## src/rtl/wh_bram_rd_arbiter_if.sv

```systemverilog
// Request/response and BRAM port-B bundle for the WH BRAM read arbiter.
// The arbiter takes the slave view; requesters plus the BRAM sit on the master side.
interface wh_bram_rd_arbiter_if #(
   parameter int NUM_REQ         = 2,
   parameter int BRAM_ADDR_WIDTH = 32,
   parameter int WH_BRAM_WIDTH   = 137
);
   logic [NUM_REQ-1:0]                 req_valid;
   logic [NUM_REQ-1:0]                 req_ready;
   logic [NUM_REQ*BRAM_ADDR_WIDTH-1:0] req_addr;
   logic [NUM_REQ-1:0]                 req_last;
   logic [NUM_REQ-1:0]                 rsp_valid;
   logic [WH_BRAM_WIDTH-1:0]           rsp_data;
   logic [WH_BRAM_WIDTH-1:0]           WH_BRAM_dout;
   logic                               WH_BRAM_enb;
   logic [BRAM_ADDR_WIDTH-1:0]         WH_BRAM_addrb;

   modport slave (
      input  req_valid, req_addr, req_last, WH_BRAM_dout,
      output req_ready, rsp_valid, rsp_data, WH_BRAM_enb, WH_BRAM_addrb
   );

   modport master (
      output req_valid, req_addr, req_last, WH_BRAM_dout,
      input  req_ready, rsp_valid, rsp_data, WH_BRAM_enb, WH_BRAM_addrb
   );
endinterface

```

## src/rtl/wh_bram_rd_arbiter.sv

```systemverilog
// Round-robin, burst-locked arbiter sharing WH BRAM read port B between NUM_REQ requesters.
// A tag pipeline matched to RD_LATENCY steers each returning word to the requester that issued it.
module wh_bram_rd_arbiter #(
   parameter int NUM_REQ         = 2,
   parameter int BRAM_ADDR_WIDTH = 32,
   parameter int WH_BRAM_WIDTH   = 137,
   parameter int RD_LATENCY      = 2
) (
   input  logic                    clk,
   input  logic                    rst,
   wh_bram_rd_arbiter_if.slave     bus,
   output logic                    busy_o
);
   localparam int OWN_W = $clog2(NUM_REQ);

   typedef enum logic [0:0] {
      IDLE  = 1'b0,
      GRANT = 1'b1
   } state_t;

   state_t                     state_r, state_nxt_s;
   logic [OWN_W-1:0]           owner_r, owner_nxt_s;
   logic [OWN_W-1:0]           rr_ptr_r, rr_ptr_nxt_s;
   logic [OWN_W-1:0]           winner_s;
   logic                       accept_s, last_beat_s;
   logic [NUM_REQ-1:0]         ready_s, rsp_onehot_s;
   logic                       enb_s;
   logic [BRAM_ADDR_WIDTH-1:0] addrb_s, addrb_r;
   logic [RD_LATENCY-1:0]      tag_vld_r;
   logic [OWN_W-1:0]           tag_own_r [RD_LATENCY];
   logic [NUM_REQ-1:0]         rsp_valid_r;
   logic [WH_BRAM_WIDTH-1:0]   rsp_data_r;

   // Scan downward so the lowest offset from ptr is the last (winning) assignment.
   function automatic logic [OWN_W-1:0] rr_pick(input logic [NUM_REQ-1:0] vld,
                                                input logic [OWN_W-1:0]   ptr);
      logic [OWN_W-1:0] pick;
      int               idx;
      pick = ptr;
      for (int k = NUM_REQ - 1; k >= 0; k--) begin
         idx = (int'(ptr) + k) % NUM_REQ;
         if (vld[OWN_W'(idx)]) begin
            pick = OWN_W'(idx);
         end else begin
            pick = pick;
         end
      end
      return pick;
   endfunction

   assign winner_s    = rr_pick(bus.req_valid, rr_ptr_r);
   assign accept_s    = (state_r == GRANT) && bus.req_valid[owner_r];
   assign last_beat_s = accept_s && bus.req_last[owner_r];

   // FSM state, owner and round-robin pointer registers
   always_ff @(posedge clk or posedge rst) begin
      if (rst) begin
         state_r  <= IDLE;
         owner_r  <= '0;
         rr_ptr_r <= '0;
         addrb_r  <= '0;
      end else begin
         state_r  <= state_nxt_s;
         owner_r  <= owner_nxt_s;
         rr_ptr_r <= rr_ptr_nxt_s;
         addrb_r  <= addrb_s;
      end
   end

   // Next-state logic: arbitrate in IDLE, hold the grant until the owner's last beat
   always_comb begin
      state_nxt_s  = state_r;
      owner_nxt_s  = owner_r;
      rr_ptr_nxt_s = rr_ptr_r;
      case (state_r)
         IDLE: begin
            if (|bus.req_valid) begin
               owner_nxt_s = winner_s;
               state_nxt_s = GRANT;
            end else begin
               state_nxt_s = IDLE;
            end
         end
         GRANT: begin
            if (last_beat_s) begin
               rr_ptr_nxt_s = OWN_W'((int'(owner_r) + 1) % NUM_REQ);
               state_nxt_s  = IDLE;
            end else begin
               state_nxt_s = GRANT;
            end
         end
         default: begin
            state_nxt_s = IDLE;
         end
      endcase
   end

   // Output logic: ready to the owner only; BRAM enable/address follow the accepted beat
   always_comb begin
      ready_s = '0;
      enb_s   = 1'b0;
      addrb_s = addrb_r;
      if (state_r == GRANT) begin
         ready_s[owner_r] = 1'b1;
      end else begin
         ready_s = '0;
      end
      if (accept_s) begin
         enb_s   = 1'b1;
         addrb_s = bus.req_addr[int'(owner_r)*BRAM_ADDR_WIDTH +: BRAM_ADDR_WIDTH];
      end else begin
         enb_s   = 1'b0;
      end
   end

   // Tag pipeline: one {valid, owner} stage per cycle of BRAM read latency
   always_ff @(posedge clk or posedge rst) begin
      if (rst) begin
         tag_vld_r <= '0;
         for (int i = 0; i < RD_LATENCY; i++) begin
            tag_own_r[i] <= '0;
         end
      end else begin
         tag_vld_r[0] <= accept_s;
         tag_own_r[0] <= owner_r;
         for (int i = 1; i < RD_LATENCY; i++) begin
            tag_vld_r[i] <= tag_vld_r[i-1];
            tag_own_r[i] <= tag_own_r[i-1];
         end
      end
   end

   // One-hot steering of the word leaving the final tag stage
   always_comb begin
      rsp_onehot_s = '0;
      if (tag_vld_r[RD_LATENCY-1]) begin
         rsp_onehot_s[tag_own_r[RD_LATENCY-1]] = 1'b1;
      end else begin
         rsp_onehot_s = '0;
      end
   end

   // Response flop; data holds between responses
   always_ff @(posedge clk or posedge rst) begin
      if (rst) begin
         rsp_valid_r <= '0;
         rsp_data_r  <= '0;
      end else begin
         rsp_valid_r <= rsp_onehot_s;
         if (tag_vld_r[RD_LATENCY-1]) begin
            rsp_data_r <= bus.WH_BRAM_dout;
         end else begin
            rsp_data_r <= rsp_data_r;
         end
      end
   end

   assign bus.req_ready     = ready_s;
   assign bus.WH_BRAM_enb   = enb_s;
   assign bus.WH_BRAM_addrb = addrb_s;
   assign bus.rsp_valid     = rsp_valid_r;
   assign bus.rsp_data      = rsp_data_r;
   assign busy_o            = (state_r == GRANT) || (|tag_vld_r);
endmodule
```

## src/flat_wrapper.sv

```systemverilog
// flat-port wrapper written by rule: the top's interface ports become plain ports
module wh_bram_rd_arbiter_flat 
#(
   parameter int NUM_REQ         = 2,
   parameter int BRAM_ADDR_WIDTH = 32,
   parameter int WH_BRAM_WIDTH   = 137,
   parameter int RD_LATENCY      = 2
)
  (clk, rst, busy_o, bus_req_valid, bus_req_addr, bus_req_last, bus_WH_BRAM_dout, bus_req_ready, bus_rsp_valid, bus_rsp_data, bus_WH_BRAM_enb, bus_WH_BRAM_addrb);
  wh_bram_rd_arbiter_if #(.NUM_REQ(NUM_REQ), .BRAM_ADDR_WIDTH(BRAM_ADDR_WIDTH), .WH_BRAM_WIDTH(WH_BRAM_WIDTH)) bus_i ();
  input  logic clk;
  input  logic rst;
  output logic busy_o;
  input wire logic [$bits(bus_i.req_valid)-1:0] bus_req_valid;
  input wire logic [$bits(bus_i.req_addr)-1:0] bus_req_addr;
  input wire logic [$bits(bus_i.req_last)-1:0] bus_req_last;
  input wire logic [$bits(bus_i.WH_BRAM_dout)-1:0] bus_WH_BRAM_dout;
  output wire logic [$bits(bus_i.req_ready)-1:0] bus_req_ready;
  output wire logic [$bits(bus_i.rsp_valid)-1:0] bus_rsp_valid;
  output wire logic [$bits(bus_i.rsp_data)-1:0] bus_rsp_data;
  output wire logic [$bits(bus_i.WH_BRAM_enb)-1:0] bus_WH_BRAM_enb;
  output wire logic [$bits(bus_i.WH_BRAM_addrb)-1:0] bus_WH_BRAM_addrb;
  assign bus_i.req_valid = bus_req_valid;
  assign bus_i.req_addr = bus_req_addr;
  assign bus_i.req_last = bus_req_last;
  assign bus_i.WH_BRAM_dout = bus_WH_BRAM_dout;
  assign bus_req_ready = bus_i.req_ready;
  assign bus_rsp_valid = bus_i.rsp_valid;
  assign bus_rsp_data = bus_i.rsp_data;
  assign bus_WH_BRAM_enb = bus_i.WH_BRAM_enb;
  assign bus_WH_BRAM_addrb = bus_i.WH_BRAM_addrb;
  wh_bram_rd_arbiter #(.NUM_REQ(NUM_REQ), .BRAM_ADDR_WIDTH(BRAM_ADDR_WIDTH), .WH_BRAM_WIDTH(WH_BRAM_WIDTH), .RD_LATENCY(RD_LATENCY)) u_core (.clk(clk), .rst(rst), .bus(bus_i), .busy_o(busy_o));
endmodule
```

## config.mk

```make
export PLATFORM = sky130hd
export DESIGN_NAME = wh_bram_rd_arbiter_flat
export DESIGN_NICKNAME = d
export VERILOG_FILES = /design/src/rtl/wh_bram_rd_arbiter_if.sv /design/src/rtl/wh_bram_rd_arbiter.sv /design/src/flat_wrapper.sv
export SDC_FILE = /design/constraint.sdc
export NUM_CORES = 1
export LEC_CHECK = 0
export CORE_AREA = 2 2 149 151
export CTS_CLUSTER_SIZE = 40
export DETAILED_ROUTE_END_ITERATION = 8
export DIE_AREA = 0 0 151 153
export PLACE_DENSITY_LB_ADDON = 0.2
export SLEW_MARGIN = 40
export SYNTH_ARGS = -nofsm -noshare
export SYNTH_HDL_FRONTEND = slang
export SYNTH_SLANG_ARGS = --single-unit
```

## constraint.sdc

```tcl
create_clock -name clk -period 7.55 [get_ports clk]
set_clock_uncertainty 0.15 [all_clocks]
set_input_delay 2.265 -clock clk [delete_from_list [all_inputs] [get_ports clk]]
set_output_delay 2.265 -clock clk [all_outputs]
set_load 0.01 [all_outputs]
```

==> results of run 1 <==
==> critical path: cells and delay by family <==
family                 cells  cell delay [ns]
AND/OR/NAND/NOR            1             0.19
buffers and inverters      3             1.30
AO/OA/AOI/OAI              1             0.31
multiplexers               1             0.40
==> state kept, by name, summed over array words and instances, names as in the netlist <==
| register | flops |
|---|---|
| u_core.addrb_r | 32 |
| u_core.state_r | 1 |
| u_core.bus.rsp_valid | 2 |
| u_core.bus.rsp_data | 137 |
| u_core.rr_ptr_r | 1 |
| u_core.tag_vld_r | 2 |
| u_core.owner_r | 1 |
| u_core.tag_own_r | 2 |
==> worst max-delay path by stage <==
| stage | to | slack (ns) |
|---|---|---|
| 6_report | bus_WH_BRAM_addrb[12] | 0.66 |
| 5_1_grt | bus_WH_BRAM_addrb[12] | 0.51 |
| 4_1_cts | bus_WH_BRAM_addrb[12] | 0.63 |
| 3_5_place_dp | bus_WH_BRAM_addrb[12] | 0.64 |
| 3_3_place_gp | bus_WH_BRAM_addrb[10] | 0.69 |
| 2_1_floorplan | u_core.addrb_r[0] | 0.30 |
==> per-layer routing <==
layer  track usage  share of wire
met4        0.0516          0.018
met3        0.0687           0.10
met2         0.311           0.53
met5             0              0
met1         0.182           0.35
==> cell usage in the layout, fill, tap and decap left out, types with 2 or more instances in the layout <==
cell type        instances
and2_1                   2
nor2_1                   2
clkinv_4                 3
a31oi_1                  2
inv_6                    4
nor2b_1                  2
inv_8                    4
clkbuf_16               17
dfrtp_1                177
buf_4                    4
clkinv_8                 2
mux2_2                 201
clkdlybuf4s50_1        381
==> area by class of cell <==
cell class	count	area, µm²	area share
inverter	2	12.5	0.00107
multi-input combinational	216	2370	0.204
timing repair buffer	386	3850	0.331
clock inverter	14	165	0.0142
clock buffer	18	439	0.0377
sequential	178	4460	0.383
tap	280	350	0.0301
==> kinds of logic after synthesis <==
logic type,count (synthesis)
multiplexers,202
flip-flops,178
buffers and inverters,26
AND/OR/NAND/NOR,9
AO/OA/AOI/OAI,5
==> power groups by stage <==
stage	clock network, W	logic (W)	registers (W)
3_3_place_gp	0	0.00243	0.00174
3_5_place_dp	0	0.00247	0.00177
5_1_grt	0.000970	0.00260	0.00182
4_1_cts	0.000926	0.00248	0.00175
2_1_floorplan	0	0.00105	0.00185
6_report	0.000893	0.00244	0.00175
==> per-stage QoR <==
| stage | instance area, µm² | cells |
|---|---|---|
| after floorplan | 6980 | 420 |
| after global placement | 11000 | 1062 |
| after detailed placement | 11100 | 1062 |
| after CTS | 11700 | 1094 |
| after global routing | 11700 | 1094 |
| final | 11700 | 1094 |
==> impl_table.tex, run 1 <==
\begin{tabular}{lr}
\hline
Metric & Value \\
\hline
\multicolumn{2}{l}{\textbf{Status}} \\
Run status & complete, no violations \\
\multicolumn{2}{l}{\textbf{Setup path}} \\
Reg-to-reg slack, setup & 5.01 ns \\
Critical register-to-register path endpoint & u\_core.addrb\_r[12] \\
Endpoint type of the worst setup path & output pin \\
Critical Path RT & 5.14 ns \\
Cell chain of the critical path & clkdlybuf4s50\_1 -> nor2b\_2 -> o21ai\_4 -> buf\_4 -> mux2\_2 -> clkdlybuf4s50\_1 \\
Crit Path Max Fanout & 26 \\
Data arrival time of the worst path & 4.48 ns \\
Critical Setup Path Class & in2out \\
Dominant cell type by count on the critical path & clkdlybuf4s50\_1 \\
Slowest cell on the critical path & clkdlybuf4s50\_1 \\
Crit path largest cell delay & approximately 0.5 ns \\
Kind of start point of the critical path & primary input \\
Reg-to-Reg Start & u\_core.owner\_r \\
Depth of the most critical reg-to-reg path & 5 \\
Start point of the critical path & bus\_req\_valid[0] \\
\multicolumn{2}{l}{\textbf{Synthesis}} \\
Area contributors post-synth & dfrtp\_1 64\%, mux2\_2 32\%, buf\_2 1.2\% \\
Share of synthesized cell area in full adder, half adder and majority cells & 0 \\
Fraction of synthesized area in multiplexers & 0.326 \\
Most instantiated library cell after synthesis & mux2\_2 \\
Synthesized Nets & 627 \\
Async set-reset flop share out of synthesis & 1.00 \\
Portion of synthesized cell area occupied by the leading cell type & 0.638 \\
Largest family of logic cells by synthesized area & multiplexers \\
Synthesis Warnings & 0 \\
Count of distinct cell types in the synthesized netlist & 17 \\
Register area share after synthesis & 0.638 \\
Count of mapped cells out of synthesis & 420 \\
Synthesized-area fraction occupied by xor and xnor cells & 0 \\
Top post-synthesis cells by count & 201 x mux2\_2, 178 x dfrtp\_1, 17 x buf\_2 \\
Top FF cell, synth & dfrtp\_1 \\
Simple-gate portion of the synthesized area & 0.00807 \\
Flop and latch count out of synthesis & 178 \\
Post-Syn Area per Cell & 16.6 µm² \\
Cell type contributing the most total cell area after synthesis & dfrtp\_1 \\
Count of flip-flops with a built-in enable after synthesis & 0 \\
Fraction of the mapped netlist area in compound gates & 0.00628 \\
Post-synthesis cell area & 6980 µm² \\
\multicolumn{2}{l}{\textbf{Clocking}} \\
Maximum level of the CTS H-tree & 4 \\
CTS-repair resized insts & 0 \\
Clock Sink Count & 178 \\
Clock-pin slew reported for the worst setup and hold paths after clock tree synthesis & 0.06 ns \\
Maximum count of clock buffers along a single path & 2 \\
CTS root buf & clkbuf\_16 \\
Number of buffers added to fix hold violations after cts & 0 \\
Number of CTS-inserted buffers & 17 \\
Clk\_lat worst skew & about 0.42 ns \\
Count of buffers added by post-CTS timing repair for setup & 0 \\
Clock tree from TritonCTS & yes \\
\multicolumn{2}{l}{\textbf{Placed design}} \\
Number of I/O port buffers & 381 \\
Pre-CTS setup slack & between 0.6 and 0.7 ns \\
Routability congestion estimate & 0.764 \\
Half-perimeter wire length of the detailed placement result & 15.2 mm \\
\multicolumn{2}{l}{\textbf{Finish}} \\
Number of inserted diodes & 0 \\
Area growth from synthesis to layout & 67.0\% \\
Layout cells sized above 1 & 0.299 \\
Final cell utilization of the core & 0.542 \\
Fin nets & just over 1000 \\
Filler cell count in the final layout & 1753 \\
\multicolumn{2}{l}{\textbf{Die}} \\
Vertical die dimension & 153 µm \\
Core Area & 21500 µm² \\
Die area & 23100 µm² \\
Top-Level Pins & $\sim$380 \\
Row cnt & 54 \\
Effective utilization at floorplan & 0.325 \\
Die W & 151 µm \\
\multicolumn{2}{l}{\textbf{Timing}} \\
Post-route setup slack & 0.660 ns \\
Final critical delay including setup and external delays & 6.89 ns \\
FMAX & roughly 0.15 GHz \\
Total negative setup slack & 0 ns \\
Total count of max-transition violations in the final report & 0 \\
Final Hold Slack & 0.208 ns \\
Final setup violation count & 0 \\
Worst relative slew slack & 0.473 \\
Tcrit/Tclk final & 0.913 \\
Unrepaired setup endpoints after global routing & false \\
Slew of the pin with the lowest slew margin & 0.791 ns \\
Final Hold Viols & 0 \\
\multicolumn{2}{l}{\textbf{Power}} \\
Clock power frac & 0.176 \\
Power share of the sequential group & 0.344 \\
Sw power & 0.00158 W \\
Int Pwr & about 0.0035 W \\
Worst IR drop on VDD & 0.000209 V \\
Leak Pwr & approximately 4.7 nW \\
Net switching share of the total power & 0.311 \\
Combinational group share of total power & 0.480 \\
Power per standard cell area & 436 nW/µm² \\
Post-route total power & 0.00508 W \\
\multicolumn{2}{l}{\textbf{Drt}} \\
First drt pass iteration count & 4 \\
Drc violations & 0 \\
Total via count after detailed routing & 4863 \\
Number of nets still failing antenna checks after routing & 0 \\
Average routed wire per standard cell & 18.0 µm \\
Final Routed Wirelength & 19.7 mm \\
Routed via count divided by cell count & about 4.4 \\
Detailed router's first-iteration violation count & 121 \\
\multicolumn{2}{l}{\textbf{Hold path}} \\
Classification of the worst-slack hold path & reg2reg \\
Worst hold start & u\_core.tag\_own\_r[1] \\
Hold-critical path endpoint & u\_core.tag\_own\_r[0] \\
Worst hold path cell count & 0 \\
\multicolumn{2}{l}{\textbf{Global routing}} \\
Wire length of the first global-routing pass & 30.3 mm \\
Pin count of the biggest net entering global routing & 84 \\
Via count of the first global-routing pass & 5478 \\
Antenna violations before repair & 0 \\
All-Layer GR Usage & 0.172 \\
Overall overflow remaining after global route & 0 \\
\multicolumn{2}{l}{\textbf{Flow run}} \\
Max-capacitance violation count & 0 \\
\hline
\end{tabular}
Power figures use the tool's default switching activity.
==> run 2: changes to the inputs <==
- CORE_AREA: 2 2 149 151 -> unset
- CORE_MARGIN: unset -> 10
- CORE_UTILIZATION: unset -> 35
- DIE_AREA: 0 0 151 153 -> unset
==> run 2 against run 1 <==
Net effect:
- global-route usage grew 0.51 points
- total power is 1.8% higher
- register-to-register slack improved by 0.16 ns
- via count up 2.0%
- first-iteration DRC count is 11% higher
- combinational power increased by 3%
- clock-buffer cell count rose by 2
- design area hardly changed
==> impl_table.tex, run 2 (synthesized netlist as in run 1, its figures left out) <==
\begin{tabular}{lr}
\hline
Metric & Value \\
\hline
\multicolumn{2}{l}{\textbf{Status}} \\
Run status & complete, no violations (unchanged) \\
\multicolumn{2}{l}{\textbf{Global routing}} \\
Via count of the first global-routing pass & 5641 (was 5478) \\
Pin count of the biggest net entering global routing & 103 (was 84) \\
Antenna violations before repair & 0 (unchanged) \\
All-Layer GR Usage & 0.177 (was 0.172) \\
Overall overflow remaining after global route & 0 (unchanged) \\
Wire length of the first global-routing pass & 34.8 mm (was 30.3 mm) \\
\multicolumn{2}{l}{\textbf{Setup path}} \\
Data arrival time of the worst path & 4.35 ns (was 4.48 ns) \\
Count of buffering cells on the critical path with inverters included & 3 (unchanged) \\
Crit Path Max Fanout & 33 (was 26) \\
Endpoint type of the worst setup path & output pin (unchanged) \\
Slowest cell on the critical path & clkdlybuf4s50\_1 (unchanged) \\
Top cell family by delay on the critical path & buffers and inverters (unchanged) \\
Crit path largest cell delay & 0.51 ns (was 0.49 ns) \\
Critical Setup Path Class & in2out (unchanged) \\
Kind of start point of the critical path & primary input (unchanged) \\
Critical Path RT & 5.14 ns (about the same) \\
Reg-to-reg slack, setup & 5.17 ns (was 5.01 ns) \\
Dominant cell type by count on the critical path & clkdlybuf4s50\_1 (unchanged) \\
Cell chain of the critical path & clkdlybuf4s50\_1 -> nor2b\_2 -> o21ai\_4 -> buf\_4 -> mux2\_2 -> clkdlybuf4s50\_1 (unchanged) \\
\multicolumn{2}{l}{\textbf{Power}} \\
Power per standard cell area & 444 nW/µm² (was 436 nW/µm²) \\
Worst IR drop on VDD & 0.000225 V (was 0.000209 V) \\
Leak Pwr & 4.74 nW (was 4.73 nW) \\
Post-route total power & 0.00517 W (was 0.00508 W) \\
\multicolumn{2}{l}{\textbf{Finish}} \\
Post-route cell area & 11700 µm² (about the same) \\
Flip-flop count of the largest register after layout & 137 (unchanged) \\
Layout cells sized above 1 & 0.298 (was 0.299) \\
Final cell utilization of the core & 0.597 (was 0.542) \\
Area growth from synthesis to layout & 67.0\% (about the same) \\
Number of inserted diodes & 0 (unchanged) \\
Most used cells in the layout excluding fill and tap cells & 381 x clkdlybuf4s50\_1, 201 x mux2\_2, 177 x dfrtp\_1, 17 x clkbuf\_16, 4 x buf\_4 (was 381 x clkdlybuf4s50\_1, 201 x mux2\_2, 177 x dfrtp\_1, 17 x clkbuf\_16) \\
Most common library cell in the layout ignoring fill and taps & clkdlybuf4s50\_1 (unchanged) \\
Fin nets & 1008 (unchanged) \\
\multicolumn{2}{l}{\textbf{Die}} \\
Vertical die dimension & 161 µm (was 153 µm) \\
Die W & 161 µm (was 151 µm) \\
Die area & 26000 µm² (was 23100 µm²) \\
Core Area & 19500 µm² (was 21500 µm²) \\
Effective utilization at floorplan & 0.357 (was 0.325) \\
Top-Level Pins & 382 (unchanged) \\
Row cnt & 51 (was 54) \\
\multicolumn{2}{l}{\textbf{Drt}} \\
Routed via count divided by cell count & 4.60 (was 4.45) \\
Total via count after detailed routing & 4961 (was 4863) \\
Final Routed Wirelength & 23.4 mm (was 19.7 mm) \\
Detailed router's first-iteration violation count & 134 (was 121) \\
First drt pass iteration count & 4 (unchanged) \\
Average routed wire per standard cell & 21.7 µm (was 18.0 µm) \\
Drc violations & 0 (unchanged) \\
Number of nets still failing antenna checks after routing & 0 (unchanged) \\
\multicolumn{2}{l}{\textbf{Flow run}} \\
Max-capacitance violation count & 0 (unchanged) \\
\multicolumn{2}{l}{\textbf{Clocking}} \\
Number of CTS-inserted buffers & 17 (unchanged) \\
Clock Sink Count & 178 (unchanged) \\
CTS-repair resized insts & 0 (unchanged) \\
CTS root buf & clkbuf\_16 (unchanged) \\
Clock tree from TritonCTS & yes (unchanged) \\
Number of buffers added to fix hold violations after cts & 0 (unchanged) \\
Clock-pin slew reported for the worst setup and hold paths after clock tree synthesis & 0.06 ns (about the same) \\
Maximum level of the CTS H-tree & 4 (unchanged) \\
Count of buffers added by post-CTS timing repair for setup & 0 (unchanged) \\
Maximum count of clock buffers along a single path & 2 (unchanged) \\
Clk\_lat worst skew & 0.42 ns (about the same) \\
\multicolumn{2}{l}{\textbf{Timing}} \\
Unrepaired setup endpoints after global routing & false (unchanged) \\
Post-route setup slack & 0.785 ns (was 0.660 ns) \\
Final Hold Viols & 0 (unchanged) \\
Final setup violation count & 0 (unchanged) \\
Total count of max-transition violations in the final report & 0 (unchanged) \\
Total negative setup slack & 0 ns (unchanged) \\
Final critical delay including setup and external delays & 6.76 ns (was 6.89 ns) \\
Slew of the pin with the lowest slew margin & 0.783 ns (was 0.791 ns) \\
FMAX & 0.148 GHz (was 0.145 GHz) \\
Worst relative slew slack & 0.478 (was 0.473) \\
Tcrit/Tclk final & 0.896 (was 0.913) \\
\multicolumn{2}{l}{\textbf{Placed design}} \\
Half-perimeter wire length of the detailed placement result & 18.8 mm (was 15.2 mm) \\
Pre-CTS setup slack & 0.782 ns (was 0.638 ns) \\
Number of I/O port buffers & 381 (unchanged) \\
Routability congestion estimate & 0.781 (was 0.764) \\
Placed cell area & 11000 µm² (was 11100 µm²) \\
\multicolumn{2}{l}{\textbf{Hold path}} \\
Classification of the worst-slack hold path & reg2reg (unchanged) \\
\hline
\end{tabular}
[run 2: cell count changes in the layout (fill, tap and decap cells not counted), sizes merged]
cell | before | now
bufinv | 1 | 3
clkbuf | 18 | 20
clkinv | 6 | 5
clkinvlp | 0 | 1
inv | 9 | 4
[run 2: routing by layer]
layer	vias up	global-route usage	wire length, µm
met5	-	0	0
met4	0	0.0604	498
met3	28	0.0981	2720
met2	262	0.312	11800
met1	2425	0.171	8410
li1	2246	-	-
[run 2: where the power goes]
group | leakage (nW) | switching (W) | internal [W]
registers | 2.09 | 0.000281 | 0.00145
clock network | 0.303 | 0.000377 | 0.000549
logic | 2.34 | 0.000948 | 0.00157
total | 4.74 | 0.00161 | 0.00356
[run 2: final timing paths]
check                               startpoint                      end  cells past startpoint
min in group asynchronous                  rst  u_core.bus.rsp_data[28]                      2
setup / recovery              bus_req_valid[0]     bus_WH_BRAM_addrb[9]                      6
setup reg to reg           u_core.tag_vld_r[1]  u_core.bus.rsp_data[29]                      2
max in group asynchronous                  rst  u_core.bus.rsp_data[31]                      3
hold reg to reg            u_core.tag_own_r[1]      u_core.tag_own_r[0]                      0
hold / removal             u_core.tag_own_r[1]      u_core.tag_own_r[0]                      0
[run 2: cell type report]
cell class	instances	area [µm²]
Inverter	2	15.0
Tap cell	265	332
Timing Repair Buffer	386	3850
Clock buffer	20	467
Fill cell	1552	7870
Multi-Input combinational cell	216	2370
Clock inverter	11	151
Sequential cell	178	4460
[run 2: stage by stage]
stage / hold WS, ns / instances
after CTS: 0.203 / 1078
after floorplan: 0.181 / 420
final: 0.203 / 1078
after detailed placement: 0.189 / 1047
after global placement: 0.187 / 1047
after global routing: 0.214 / 1078
==> run 3: changes to the inputs <==
- HOLD_SLACK_MARGIN: unset -> 0.02
==> results of run 3 <==
Final layout, timing and power as in run 2 (identical DEF).
